**config.mk**
```make
export PLATFORM = sky130hd
export DESIGN_NAME = spike_rate_decoder
export DESIGN_NICKNAME = d
export VERILOG_FILES = /design/src/rtl/spike_rate_decoder.sv
export SDC_FILE = /design/constraint.sdc
export NUM_CORES = 1
export LEC_CHECK = 0
export ABC_CLOCK_PERIOD_IN_PS = 3800
export BUFFER_PORTS_ARGS = -buffer_cell sky130_fd_sc_hd__buf_4
export CORE_MARGIN = 2
export CORE_UTILIZATION = 48
export CTS_BUF_LIST = sky130_fd_sc_hd__clkbuf_8
export CTS_CLUSTER_DIAMETER = 200
export DETAILED_ROUTE_END_ITERATION = 7
export GPL_TIMING_DRIVEN = 0
export PLACE_DENSITY = 0.7
export SYNTH_ARGS = -nofsm -noshare
export SYNTH_HDL_FRONTEND = slang
export SYNTH_SLANG_ARGS = --single-unit
```
**constraint.sdc**
```tcl
create_clock -name clk -period 3.8 [get_ports clk]
set_input_delay 0.57 -clock clk [delete_from_list [all_inputs] [get_ports clk]]
set_output_delay 0.57 -clock clk [all_outputs]
set_load 0.02 [all_outputs]
```
**src/rtl/spike_rate_decoder.sv**
```systemverilog
// Counts spikes per neuron over window_len enabled samples, then scans for the winner (N cycles).
// Result latency window_len+N edges with enable high; result held until result_ready, start ignored while busy.
module spike_rate_decoder #(
  parameter int N     = 4,
  parameter int CNT_W = 8,
  parameter int WIN_W = 8,
  parameter int IDX_W = 2
) (
  input  logic               clk,
  input  logic               reset,
  input  logic               enable,
  input  logic               start,
  input  logic [WIN_W-1:0]   window_len,
  input  logic [N-1:0]       spikes_in,
  input  logic               result_ready,
  output logic               result_valid,
  output logic [IDX_W-1:0]   winner,
  output logic [CNT_W-1:0]   winner_count,
  output logic               tie,
  output logic [N*CNT_W-1:0] counts_out,
  output logic               busy
);

  typedef enum logic [1:0] {IDLE, COUNT, SCAN, VALID} state_t;

  localparam logic [CNT_W-1:0] CNT_MAX = '1;
  localparam logic [IDX_W-1:0] LAST_K  = IDX_W'(N - 1);

  state_t           state, state_nxt;
  logic [CNT_W-1:0] cnt [N];
  logic [WIN_W-1:0] samp, samp_inc, win_len;
  logic [IDX_W-1:0] scan_k;
  logic             accept, close_win, scan_last;

  assign samp_inc  = samp + WIN_W'(1);
  assign accept    = (state == IDLE) && start && (window_len != '0);
  assign close_win = (state == COUNT) && enable && (samp_inc == win_len);
  assign scan_last = (scan_k == LAST_K);

  always_ff @(posedge clk or posedge reset) begin
    if (reset) state <= IDLE;
    else       state <= state_nxt;
  end

  always_comb begin
    state_nxt    = state;
    result_valid = 1'b0;
    busy         = 1'b1;
    case (state)
      IDLE: begin
        busy = 1'b0;
        if (accept) state_nxt = COUNT;
      end
      COUNT: if (close_win) state_nxt = SCAN;
      SCAN:  if (scan_last) state_nxt = VALID;
      VALID: begin
        result_valid = 1'b1;
        if (result_ready) state_nxt = IDLE;
      end
      default: state_nxt = IDLE;
    endcase
  end

  // Spike counters saturate; they are only cleared by an accepted start so the
  // last window's histogram stays visible after the result is consumed.
  always_ff @(posedge clk or posedge reset) begin
    if (reset) begin
      for (int i = 0; i < N; i++) cnt[i] <= '0;
      samp    <= '0;
      win_len <= '0;
    end else if (accept) begin
      for (int i = 0; i < N; i++) cnt[i] <= '0;
      samp    <= '0;
      win_len <= window_len;
    end else if (state == COUNT && enable) begin
      samp <= samp_inc;
      for (int i = 0; i < N; i++) begin
        if (spikes_in[i] && cnt[i] != CNT_MAX) cnt[i] <= cnt[i] + CNT_W'(1);
      end
    end
  end

  always_ff @(posedge clk or posedge reset) begin
    if (reset) begin
      scan_k       <= '0;
      winner       <= '0;
      winner_count <= '0;
      tie          <= 1'b0;
    end else if (accept) begin
      scan_k <= '0;
    end else if (state == SCAN) begin
      scan_k <= scan_last ? '0 : scan_k + IDX_W'(1);
      if (scan_k == '0) begin
        winner       <= '0;
        winner_count <= cnt[0];
        tie          <= 1'b0;
      end else if (cnt[scan_k] > winner_count) begin
        winner       <= scan_k;
        winner_count <= cnt[scan_k];
        tie          <= 1'b0;
      end else if (cnt[scan_k] == winner_count) begin
        tie <= 1'b1;
      end
    end
  end

  for (genvar g = 0; g < N; g++) begin : g_pack
    assign counts_out[g*CNT_W +: CNT_W] = cnt[g];
  end

endmodule

```
* Word level (Yosys, flattened, before mapping) *
Index checks and enable logic that the tools add are counted.

storage, ports and cells
  word-level logic and storage cells = 89
  bits in registers = 63
  output and inout port bits = 45
  input port bits = 17

operators by class
  equality and inequality tests = 14
  reduce and logical (&&, ||, !) cells = 26
  $lt $le $gt $ge = 2
  bitwise logic cells = 2
  add/sub/neg operators = 6
  mux-type cells = 28

operators with widths
  operator                                                         number
  8-bit two-way mux                                                10
  32-bit two-way mux                                               2
  8-bit by 1-bit adder with 8-bit output, second input constant    5
  8-bit inequality test, second input constant                     4
  2-bit two-way mux                                                9
  8-bit binary-select mux with 2-bit select                        1
  8-bit == test                                                    2
  2-bit nonzero test                                               7
  8-bit > comparator                                               1
  1-bit logical AND                                                8
  2-bit inequality test, second input constant                     4
  2-bit case mux with 4 select lines                               1
  2-bit AND reduction                                              4
  8-bit nonzero test                                               1
  2-bit == test, second input constant                             3
  3-bit AND reduction                                              2
  1-bit two-way mux                                                5
  2-bit zero test                                                  2
  4-bit AND reduction                                              1
  3-bit >= comparator, second input constant                       1
  2-bit inverter with 3-bit output                                 1
  3-bit nonzero test                                               1
  2-bit by 1-bit adder with 2-bit output, second input constant    1
  2-bit by 1-bit == test with 1-bit output, second input constant  1
  1-bit inverter                                                   1

* Longest topological paths before layout *
Gate-level depths: netlist (run 1).

  word-level depth = 8
  mapped depth = 11
  depth with buffers taken out = 9

* Worst setup path before layout (run 1) *
Ideal clock, no wire load.

  kind = register to register
  from = register scan_k[0]
  to = register winner[1]
  setup slack = 1.150 ns
  data arrival time = 2.524 ns
  required time = 3.675 ns
  cell stages (with the launch flop) = 11
  setup time = 0.125 ns
  buffers on the path = 2
  period minus slack after synthesis = 2.650 ns
  cell sequence = dfrtp_1 > buf_2 > mux4_2 > ha_1 > nor2b_1 > o211ai_1 > a21oi_1 > nor3_1 > a211o_1 > buf_6 > mux2_4

between the ends
  longest elaborated chain between the ends = 7
  elaborated cells between the ends (all ways) = 9
  those cells by class = order compare (1); mux (4); bitwise (1); reduce/logical (3)

RTL lines
  element                                                 RTL line  source
  start, declared                                         32        logic [IDX_W-1:0] scan_k;
  start signal, assigned                                  92        scan_k <= scan_last ? '0 : scan_k + IDX_W'(1);
  2-bit inverter with 3-bit output (not written as such)  97        end else if (cnt[scan_k] > winner_count) begin
  8-bit binary-select mux with 2-bit select               97
  8-bit two-way mux (not written as such) (2 in a row)    97
  8-bit > comparator                                      97
  2-bit nonzero test (no source line)                     n/a
  3-bit AND reduction (no source line)                    n/a
  end signal, assigned                                    98        winner <= scan_k;
  end, declared                                           17        output logic [IDX_W-1:0] winner,

Several ways; a longest one is shown, not always the timed one. The select of a mux whose other input is x is not followed.
A chain may end at the register's enable or synchronous reset.

* Worst setup path in the final report (run 1) *
Same ends and word-level chain as after synthesis.

==> impl_metrics.csv, run 1 <==
group,metric,value,unit
status,outcome,"finished clean",
logic_synthesis,synth_top_area_share,43.2,%
cts,root_buffer,"clkbuf_8",
timing,finalHoldViolations,0,
power,power.leakage,2.15,nW
place,place.gp.congestion,0.889,
global_routing,grt_max_degree,42,
floorplanning,dieArea,0.00831,mm2
timing,rsz0062_at_grt,"no",
detailed_routing,routed_wl,8.55,mm
cts,cts_sinks,63,
timing,relSlewSlack,60.3,%
logic_synthesis,yosys.area.top_type,"dfrtp_1",
cts,post-cts-setup-buffers,0,
layout,antenna_cells,0,
power,p_int,0.00192,W
logic_synthesis,netlist_area,0.00365,mm2
logic_synthesis,avgSynthCellArea,10.4,um2
logic_synthesis,seq_area_frac_synth,43.2,%
critical_path,critPathKind,"reg2reg",
logic_synthesis,yosys.cell_types.count,44,
timing,finalClockSkew,11.2,ps
detailed_routing,drt-pass1-iter-count,4,
power,clock_power_share,23.4,%
hold_path,hold_path_class,"in2async",
power,p_per_area,688,mW/mm2
floorplanning,die_y,91.2,um
global_routing,grt_pass1_vias,2915,
place,dp_hpwl,6.38,mm
logic_synthesis,ys_ff_latch,63,
critical_path,crit_chain,"buf_2 -> mux4_2 -> ha_1 -> nor2b_1 -> o211ai_1 -> a21oi_1 -> nor3_1 -> a211o_1 -> buf_6 -> mux2_4",
layout,area_growth,23.2,%
power,ir_worst_vdd,0.306,mV
detailed_routing,antenna_left,0,
critical_path,critPathMaxStageDelay,580,ps
cts,cts_hold_buffers,0,
timing,fmaxAchievable,0.338,GHz
cts,insertion_delay,350,ps
global_routing,grt_pass1_wl,14.6,mm
timing,fin_crit_sh,77.9,%
global_routing,grt_usage,22.3,%
timing,final-setup-viol-count,0,
layout,drive_gt1_share,25.3,%
detailed_routing,dr_total_vias,2918,
power,comb_power_share,43.8,%
logic_synthesis,synth-edff-count,0,
place,place.port_buffers,61,
power,seqPwrFrac,32.8,%
logic_synthesis,syn_inst,349,
critical_path,arrival,3190,ps
floorplanning,start_util,50.0,%
detailed_routing,first_iter_violations,129,
cts,numCtsBuffers,9,
floorplanning,ioPinCount,62,
global_routing,overflow,0,
flow_run,drv_cap,0,
layout,nNetsFinal,459,
floorplanning,coreArea,0.00729,mm2
critical_path,start_kind,"flop",
floorplanning,die_w,91.2,um
cts,cts_max_level,3,
power,switchingPower,0.00117,W
logic_synthesis,synthArstFlopShare,100,%
cts,post_cts_resized,0,
logic_synthesis,synthTopCellsByArea,"dfrtp_1, ha_1, mux2i_1",
logic_synthesis,ys_dominant_reg_cell,"dfrtp_1",
logic_synthesis,yosysWarnings,0,
timing,fin_tns_setup,0,ps
power,power_switching_share,37.9,%
timing,drv_slew,0,
cts,cts_buffer_depth,2,
critical_path,crit_path_top_delay_cell,"mux4_2",
detailed_routing,wl_per_cell,16.3,um
floorplanning,num_rows,31,
critical_path,cp_max_fo,10,
cts,cts.clk_slew.worst_paths,70,ps
timing,worstMarginPinSlew,596,ps
critical_path,cp.required,4030,ps
timing,layout_min_cycle_time,2960,ps
global_routing,antenna_found_initial,0,
detailed_routing,via_per_inst,5.55,
power,power,0.00309,W
detailed_routing,drc,0,
critical_path,crit_path_end_kind,"flop",
cts,cts_tree,"yes",
logic_synthesis,synth_nets,386,
-- worst max-delay path: cells and delay by family, from the launching register on --
kind / cells / cell delay (ps)
fa+ha+maj: 1 / 310
compound gates: 3 / 640
buf+inv: 2 / 450
simple gates: 2 / 230
mux: 2 / 880
flops: 1 / 350
-- path summary, 6_finish.rpt --
kind / startpoint / to / cells after the start / slack (ps)
worst max register to register: scan_k[0] / winner[1] / 10 / 840
worst min register to register: winner[0] / winner[0] / 1 / 510
min in group clk: window_len[3] / win_len[3] / 3 / 440
worst min-delay path: reset / winner_count[6] / 2 / 260
max in group asynchronous: reset / counts_out[21] / 3 / 2930
worst max-delay path: scan_k[0] / winner[1] / 10 / 840
-- layout make-up --
class / count / area [um2]
inverter: 20 / 75.1
fill: 621 / 2800
timing repair buffer: 62 / 478
clock inverter: 6 / 108
sequential: 63 / 1580
tap: 99 / 124
buffer: 14 / 72.6
clock buffer: 10 / 138
multi-input combinational: 252 / 1920
-- power groups by stage --
| stage | clock (W) | sequential [W] | combinational [W] |
|---|---|---|---|
| after CTS | 0.000727 | 0.00101 | 0.00137 |
| after global routing | 0.000760 | 0.00104 | 0.00148 |
| after detailed placement | 0 | 0.00102 | 0.00136 |
| after global placement | 0 | 0.00102 | 0.00132 |
| final | 0.000723 | 0.00101 | 0.00135 |
| after floorplan | 0 | 0.00109 | 0.000885 |
-- cells in the final DEF, fill, tap and decap left out, types with 3 or more instances in the layout --
| cell type | Yosys | routed |
|---|---|---|
| a21oi_1 | 12 | 12 |
| and3_1 | 4 | 4 |
| buf_2 | 4 | 4 |
| buf_4 | 0 | 61 |
| bufinv_16 | 0 | 3 |
| clkbuf_1 | 8 | 8 |
| clkbuf_8 | 0 | 10 |
| dfrtp_1 | 63 | 63 |
| ha_1 | 20 | 20 |
| inv_1 | 20 | 19 |
| mux2_2 | 9 | 9 |
| mux2i_1 | 20 | 20 |
| mux4_2 | 8 | 8 |
| nand2_1 | 24 | 24 |
| nand3_1 | 8 | 8 |
| nand4_1 | 12 | 12 |
| nor2_1 | 41 | 41 |
| nor3_1 | 4 | 4 |
| o211a_1 | 3 | 3 |
| o21ai_0 | 12 | 12 |
| or3_1 | 7 | 7 |
| xnor2_1 | 16 | 16 |
| xor2_1 | 22 | 22 |
-- metrics by stage --
step | cells | hold WS, ps | setup slack [ps] | util [%] | cell area, um2
floorplan | 349 | 501 | 1150 | - | 3650
global placement | 509 | 476 | 844 | 58.0 | 4230
detailed placement | 510 | 506 | 835 | 58.3 | 4250
CTS | 526 | 276 | 827 | 61.6 | 4490
global route | 526 | 314 | 722 | 61.6 | 4490
finish | 526 | 263 | 839 | 61.6 | 4490
-- Yosys cell counts (3+ instances only) --
cell type / n
dfrtp_1: 63
nor2_1: 41
nand2_1: 24
xor2_1: 22
ha_1: 20
inv_1: 20
mux2i_1: 20
xnor2_1: 16
a21oi_1: 12
nand4_1: 12
o21ai_0: 12
mux2_2: 9
clkbuf_1: 8
mux4_2: 8
nand3_1: 8
or3_1: 7
and3_1: 4
buf_2: 4
nor3_1: 4
o211a_1: 3
-- sequential cells by signal, indices dropped and copies added (netlist names) --
signal / cells
win_len: 8
counts_out: 32
scan_k: 2
winner: 2
winner_count: 8
samp: 8
state: 2
tie: 1
-- logic make-up (layout without fill, tap and decap cells) --
kind of cell             after synthesis  count (layout)  synth area share, %
AND/OR/NAND/NOR                      113             113                 15.0
flip-flops                            63              63                 43.2
AO/OA/AOI/OAI                         42              42                 7.72
multiplexers                          39              39                 14.0
XOR/XNOR                              38              38                 9.13
buffers and inverters                 34             112                 4.05
adder cells (fa/ha/maj)               20              20                 6.86
-- per-layer routing --
metal / vias to the layer above / part of all wire (%) / GRT usage [%]
li1: 1373 / - / -
met4: 0 / 2.5 / 10.6
met1: 1440 / 44 / 29.1
met5: - / 0 / 0
met3: 21 / 5.1 / 2.99
met2: 84 / 49 / 36.8
Note: power is estimated with default switching activity, not from simulation.
==> run 2, diff against run 1 <==
--- a/config.mk
+++ b/config.mk
@@ -5,7 +5,8 @@
 export SDC_FILE = /design/constraint.sdc
 export NUM_CORES = 1
 export LEC_CHECK = 0
-export ABC_CLOCK_PERIOD_IN_PS = 3800
+export ABC_AREA = 1
+export ABC_CLOCK_PERIOD_IN_PS = 2650
 export BUFFER_PORTS_ARGS = -buffer_cell sky130_fd_sc_hd__buf_4
 export CORE_MARGIN = 2
 export CORE_UTILIZATION = 48
@@ -13,7 +14,7 @@
 export CTS_CLUSTER_DIAMETER = 200
 export DETAILED_ROUTE_END_ITERATION = 7
 export GPL_TIMING_DRIVEN = 0
-export PLACE_DENSITY = 0.7
+export PLACE_DENSITY = 0.72
 export SYNTH_ARGS = -nofsm -noshare
 export SYNTH_HDL_FRONTEND = slang
 export SYNTH_SLANG_ARGS = --single-unit
==> constraint.sdc (replaced) <==
create_clock -name clk -period 2.65 [get_ports clk]
set_input_delay 0.3975 -clock clk [delete_from_list [all_inputs] [get_ports clk]]
set_output_delay 0.3975 -clock clk [all_outputs]
set_load 0.02 [all_outputs]
==> impl_metrics.csv, run 2 <==
group,metric,value,unit
logic_synthesis,synthMuxAreaShare,0,%
cts,numCtsBuffers,9,
floorplanning,dieArea,0.00891,mm2
cts,insertion_delay,340,ps
critical_path,start_kind,"flop",
floorplanning,num_rows,32,
critical_path,critPathKind,"reg2reg",
global_routing,grt_pass1_vias,3564,
place,place_area,0.00453,mm2
logic_synthesis,yosys.area_share.xor_xnor,2.01,%
layout,nNetsFinal,629,
timing,final-setup-viol-count,0,
logic_synthesis,synthSimpleGateAreaFrac,28.7,%
floorplanning,coreArea,0.00781,mm2
global_routing,grt_usage,24.8,%
detailed_routing,drt-pass1-iter-count,5,
critical_path,cp.required,2880,ps
logic_synthesis,netlist_area,0.00392,mm2
logic_synthesis,synth_nets,556,
logic_synthesis,ys_ff_latch,63,
critical_path,crit_family,"buffers and inverters",
logic_synthesis,yosys.area.top_type,"dfrtp_1",
flow_run,drv_cap,0,
timing,finalClockSkew,8.35,ps
layout,seq_area,0.00158,mm2
cts,cts.clk_slew.worst_paths,70,ps
layout,layout_commonest_cell,"nand2_1",
logic_synthesis,synthArstFlopShare,100,%
logic_synthesis,seq_area_frac_synth,40.2,%
layout,nFillCells,712,
layout,largest_reg_flops,32,
layout,antenna_cells,0,
place,dp_hpwl,7.82,mm
cts,cts_sinks,63,
timing,layout_min_cycle_time,2460,ps
logic_synthesis,synth-edff-count,0,
global_routing,antenna_found_initial,0,
detailed_routing,routed_wl,10.4,mm
timing,finalHoldViolations,0,
logic_synthesis,yosysWarnings,0,
global_routing,overflow,0,
critical_path,crit_top_cell,"nand2_1",
layout,finish.instance_area,0.00477,mm2
layout,final_cell_mix,"nand2_1, inv_1, buf_4",
status,outcome,"finished clean",
critical_path,cp_max_fo,10,
power,power,0.00499,W
floorplanning,ioPinCount,62,
timing,fin_crit_sh,92.9,%
layout,drive_gt1_share,18.8,%
cts,cts_max_level,3,
critical_path,crit_path_top_delay_cell,"dfrtp_1",
place,place.gp.congestion,0.889,
timing,drv_slew,0,
global_routing,grt_max_degree,34,
power,ir_worst_vdd,0.477,mV
critical_path,crit_chain,"buf_4 -> inv_1 -> buf_2 -> o21ai_0 -> o22ai_2 -> ha_1 -> nand4_1 -> inv_1 -> nand2_1 -> o211ai_1 -> nand2_1 -> nand2_4 -> nand2_4 -> buf_6 -> nand2_1 -> nand2_1",
timing,fin_tns_setup,0,ps
detailed_routing,first_iter_violations,382,
logic_synthesis,synth_top_family_by_area,"simple AND/OR/NAND/NOR gates",
detailed_routing,drc,0,
place,place.port_buffers,61,
logic_synthesis,yosysMostFrequentCell,"nand2_1",
timing,relSlewSlack,53.0,%
layout,final_util,61.1,%
hold_path,hold_path_class,"in2async",
timing,worstMarginPinSlew,705,ps
global_routing,grt_pass1_wl,17.3,mm
logic_synthesis,yosys-top-cells-count,"nand2_1, inv_1, dfrtp_1, nand3_1, o21ai_0",
power,power.leakage,2.35,nW
logic_synthesis,synthTopCellsByArea,"dfrtp_1, nand2_1, nand3_1",
layout,area_growth,21.5,%
cts,cts_tree,"yes",
logic_synthesis,yosys.cell_types.count,37,
power,p_per_area,1050,mW/mm2
cts,cts_hold_buffers,0,
logic_synthesis,synth_top_area_share,40.2,%
timing,fin_ws,189,ps
logic_synthesis,syn_inst,519,
cts,cts_buffer_depth,2,
critical_path,crit_buf_inv,5,
floorplanning,start_util,50.2,%
critical_path,crit_path_end_kind,"flop",
logic_synthesis,synthAdderAreaFrac,6.38,%
detailed_routing,dr_total_vias,3814,
layout,multi_input_area,0.00203,mm2
logic_synthesis,synth_compound_area_share,13.9,%
timing,fmaxAchievable,0.406,GHz
place,place_ws,18.9,ps
floorplanning,die_y,94.4,um
critical_path,arrival,2690,ps
cts,root_buffer,"clkbuf_8",
logic_synthesis,ys_dominant_reg_cell,"dfrtp_1",
detailed_routing,wl_per_cell,14.9,um
floorplanning,die_w,94.4,um
detailed_routing,via_per_inst,5.46,
logic_synthesis,avgSynthCellArea,7.56,um2
critical_path,critPathMaxStageDelay,350,ps
detailed_routing,antenna_left,0,
==> run 2: layout make-up <==
class                           count  share of cell area, %
Multi-Input combinational cell    374                   42.5
Sequential cell                    63                   33.1
Timing Repair Buffer               62                   10.0
Inverter                           68                   5.41
Clock buffer                       12                   3.46
Tap cell                          102                   2.68
Buffer                             14                   1.89
Clock inverter                      4                  0.919
==> run 2: worst register-to-register path, delay by kind of cell (launching register included) <==
family          cells  cell delay [ps]
compound gates      3              490
fa+ha+maj           1              340
buf+inv             5              610
flops               1              350
simple gates        7              560
==> run 2: logic make-up after synthesis <==
| logic type | after synthesis |
|---|---|
| simple gates | 243 |
| compound gates | 102 |
| fa+ha+maj | 20 |
| buf+inv | 82 |
| xor+xnor | 9 |
| flops | 63 |
==> run 2: metal layers <==
layer / vias up / global-route usage (%) / share of wire, %
met5: - / 0 / 0
met1: 1780 / 36.1 / 47
met3: 19 / 2.71 / 4.9
met4: 0 / 9.66 / 2.2
met2: 133 / 38.0 / 46
li1: 1882 / - / -
==> run 2: where the power goes <==
part	internal, W	switching (W)
sequential	0.00124	0.000294
combinational	0.000952	0.00162
clock	0.000505	0.000383
==> run 2: worst paths after layout <==
check	start	to	slack [ps]	depth (start not counted)
max	scan_k[0]	winner_count[7]	190	16
min	reset	samp[5]	170	2
max reg2reg	scan_k[0]	winner_count[7]	190	16
min reg2reg	winner_count[6]	winner_count[6]	500	2
max in group asynchronous	reset	state[0]	1850	3
min in group clk	window_len[2]	win_len[2]	260	3
==> run 2: timing repair <==
action,4_1_cts,5_1_grt
setup endpoints to repair,0,11
buffers inserted,0,0
resized for setup,0,15
endpoints found under the hold margin,0,0
==> run 2: per-stage QoR <==
stage	hold WS, ps	std cells
4_1_cts	195	699
2_1_floorplan	462	519
5_1_grt	239	699
3_3_place_gp	475	682
6_report	174	699
3_5_place_dp	480	683
==> run 3, diff against run 2 <==
--- a/config.mk
+++ b/config.mk
@@ -14,7 +14,7 @@
 export CTS_CLUSTER_DIAMETER = 200
 export DETAILED_ROUTE_END_ITERATION = 7
 export GPL_TIMING_DRIVEN = 0
-export PLACE_DENSITY = 0.72
+export PLACE_DENSITY_LB_ADDON = 0.08
 export SYNTH_ARGS = -nofsm -noshare
 export SYNTH_HDL_FRONTEND = slang
 export SYNTH_SLANG_ARGS = --single-unit
==> impl_metrics.csv, run 3 (synthesized netlist as in run 2, its figures left out) <==
group,metric,value,unit
cts,cts_tree,"yes",
layout,seq_area,0.00158,mm2
timing,final-setup-viol-count,0,
cts,cts_hold_buffers,0,
layout,multi_input_area,0.00202,mm2
cts,cts_max_level,3,
timing,holdWs,214,ps
power,power_switching_share,46.5,%
critical_path,critPathKind,"reg2reg",
global_routing,grt_usage,24.3,%
critical_path,crit_path_end_kind,"flop",
cts,cts_buffer_depth,2,
detailed_routing,dr_total_vias,3808,
critical_path,cp.required,2890,ps
hold_path,hold_path_class,"in2async",
floorplanning,ioPinCount,62,
critical_path,r2r_start,"scan_k[0]",
detailed_routing,antenna_left,0,
global_routing,grt_max_degree,38,
detailed_routing,first_iter_violations,172,
power,switchingPower,0.00231,W
cts,post-cts-setup-buffers,0,
layout,final_util,60.8,%
layout,nFillCells,756,
cts,root_buffer,"clkbuf_8",
critical_path,r2r_cells,16,
floorplanning,dieArea,0.00891,mm2
global_routing,grt-busiest-layer,"met2",
global_routing,grt_pass1_vias,3516,
power,p_per_area,1050,mW/mm2
place,place_ws,3.61,ps
floorplanning,start_util,50.2,%
critical_path,arrival,2780,ps
floorplanning,die_y,94.4,um
power,ir_worst_vdd,0.576,mV
layout,antenna_cells,0,
detailed_routing,wl_per_cell,15.1,um
critical_path,r2r-end,"winner_count[0]",
layout,final_cell_mix,"nand2_1, inv_1, buf_4",
timing,finalClockSkew,7.06,ps
global_routing,use_met2,38.4,%
critical_path,setup.worst_path.start,"scan_k[0]",
cts,numCtsBuffers,9,
layout,nNetsFinal,629,
timing,finalHoldViolations,0,
global_routing,gr-usage-met1,33.1,%
global_routing,antenna_found_initial,0,
power,power,0.00497,W
critical_path,reg2reg_slack,120,ps
power,clock_power_share,17.2,%
global_routing,gr-usage-met3,5.99,%
floorplanning,num_rows,32,
timing,relSlewSlack,45.0,%
status,outcome,"finished clean",
layout,drive_gt1_share,18.6,%
critical_path,crit_end,"winner_count[0]",
timing,fin_tns_setup,0,ps
timing,fmaxAchievable,0.395,GHz
timing,layout_min_cycle_time,2530,ps
flow_run,drv_cap,0,
place,place.port_buffers,61,
layout,largest_reg_flops,32,
detailed_routing,drc,0,
critical_path,start_kind,"flop",
cts,cts_sinks,63,
power,seqPwrFrac,30.8,%
floorplanning,die_w,94.4,um
cts,cts.clk_slew.worst_paths,70,ps
layout,area_growth,21.0,%
place,place.gp.congestion,0.931,
critical_path,cp_max_fo,10,
cts,insertion_delay,350,ps
timing,drv_slew,0,
global_routing,grt_pass1_wl,16.7,mm
global_routing,overflow,0,
power,p_int,0.00266,W
detailed_routing,routed_wl,10.5,mm
power,power.leakage,2.34,nW
floorplanning,coreArea,0.00781,mm2
timing,fin_ws,116,ps
power,comb_power_share,52.0,%
layout,layout_commonest_cell,"nand2_1",
place,dp_hpwl,7.82,mm
timing,fin_crit_sh,95.6,%
detailed_routing,via_per_inst,5.46,
detailed_routing,drt-pass1-iter-count,5,
timing,worstMarginPinSlew,824,ps
run 3: cell types whose count changed in the layout (fill, tap and decap cells not counted):
cell / previous run / this run
o22ai_2: 3 / 2
o21ai_0: 50 / 51
o22ai_1: 5 / 6
clkinv_2: 2 / 3
inv_1: 66 / 65
o21ai_1: 11 / 10
clkbuf_8: 12 / 11
buf_4: 65 / 64
clkbuf_2: 2 / 3
run 3: metal layers:
layer | up-vias | routed length (um)
li1 | 1879 | -
met1 | 1785 | 4870
met2 | 124 | 4860
met3 | 20 | 548
met4 | 0 | 232
met5 | - | 0
run 3: metrics by stage:
| stage | cell area, um2 | instances |
|---|---|---|
| final | 4750 | 698 |
| after global routing | 4750 | 698 |
| after floorplan | 3920 | 519 |
| after detailed placement | 4530 | 683 |
| after global placement | 4510 | 682 |
| after CTS | 4730 | 698 |
run 3: area by class of cell:
cell class / count / share of cell area [%]
Buffer: 14 / 1.85
Clock buffer: 11 / 3.19
Clock inverter: 4 / 0.949
Inverter: 68 / 5.43
Multi-Input combinational cell: 374 / 42.6
Sequential cell: 63 / 33.2
Tap cell: 102 / 2.69
Timing Repair Buffer: 62 / 10.1
run 3: how the worst min path moves through the flow:
stage	slack [ps]	end	cells past startpoint
2_1_floorplan	460	win_len[2]	2
3_3_place_gp	480	tie	1
3_5_place_dp	490	winner_count[2]	2
4_1_cts	260	win_len[3]	2
5_1_grt	260	win_len[3]	3
6_report	210	win_len[3]	2
run 3: worst max-delay path, stage by stage, from the launching register on:
cell and delay [ps]:
dfrtp_1 350, clkbuf_2 170, inv_1 80, buf_2 180, o21ai_1 240, o22ai_2 140, ha_1 320, a21oi_1 60
o21ai_0 140, nand2_1 100, o211ai_1 100, nand2_1 120, nand2_4 130, nand2_4 70, buf_6 140, nand2_1 60
nand2_1 50
run 3: power by group through the flow:
stage               sequential, W  clock (W)  combinational (W)
finish                    0.00153   0.000852            0.00258
global placement          0.00153          0            0.00243
global route              0.00156   0.000907            0.00287
CTS                       0.00152   0.000859            0.00252
detailed placement        0.00154          0            0.00248
floorplan                 0.00168          0            0.00153
run 3: what timing repair did:
| item | 4_1_cts | 5_1_grt |
|---|---|---|
| endpoints found under the setup margin | 3 | 10 |
| cloned | 0 | 0 |
| gates resized for setup | 1 | 10 |
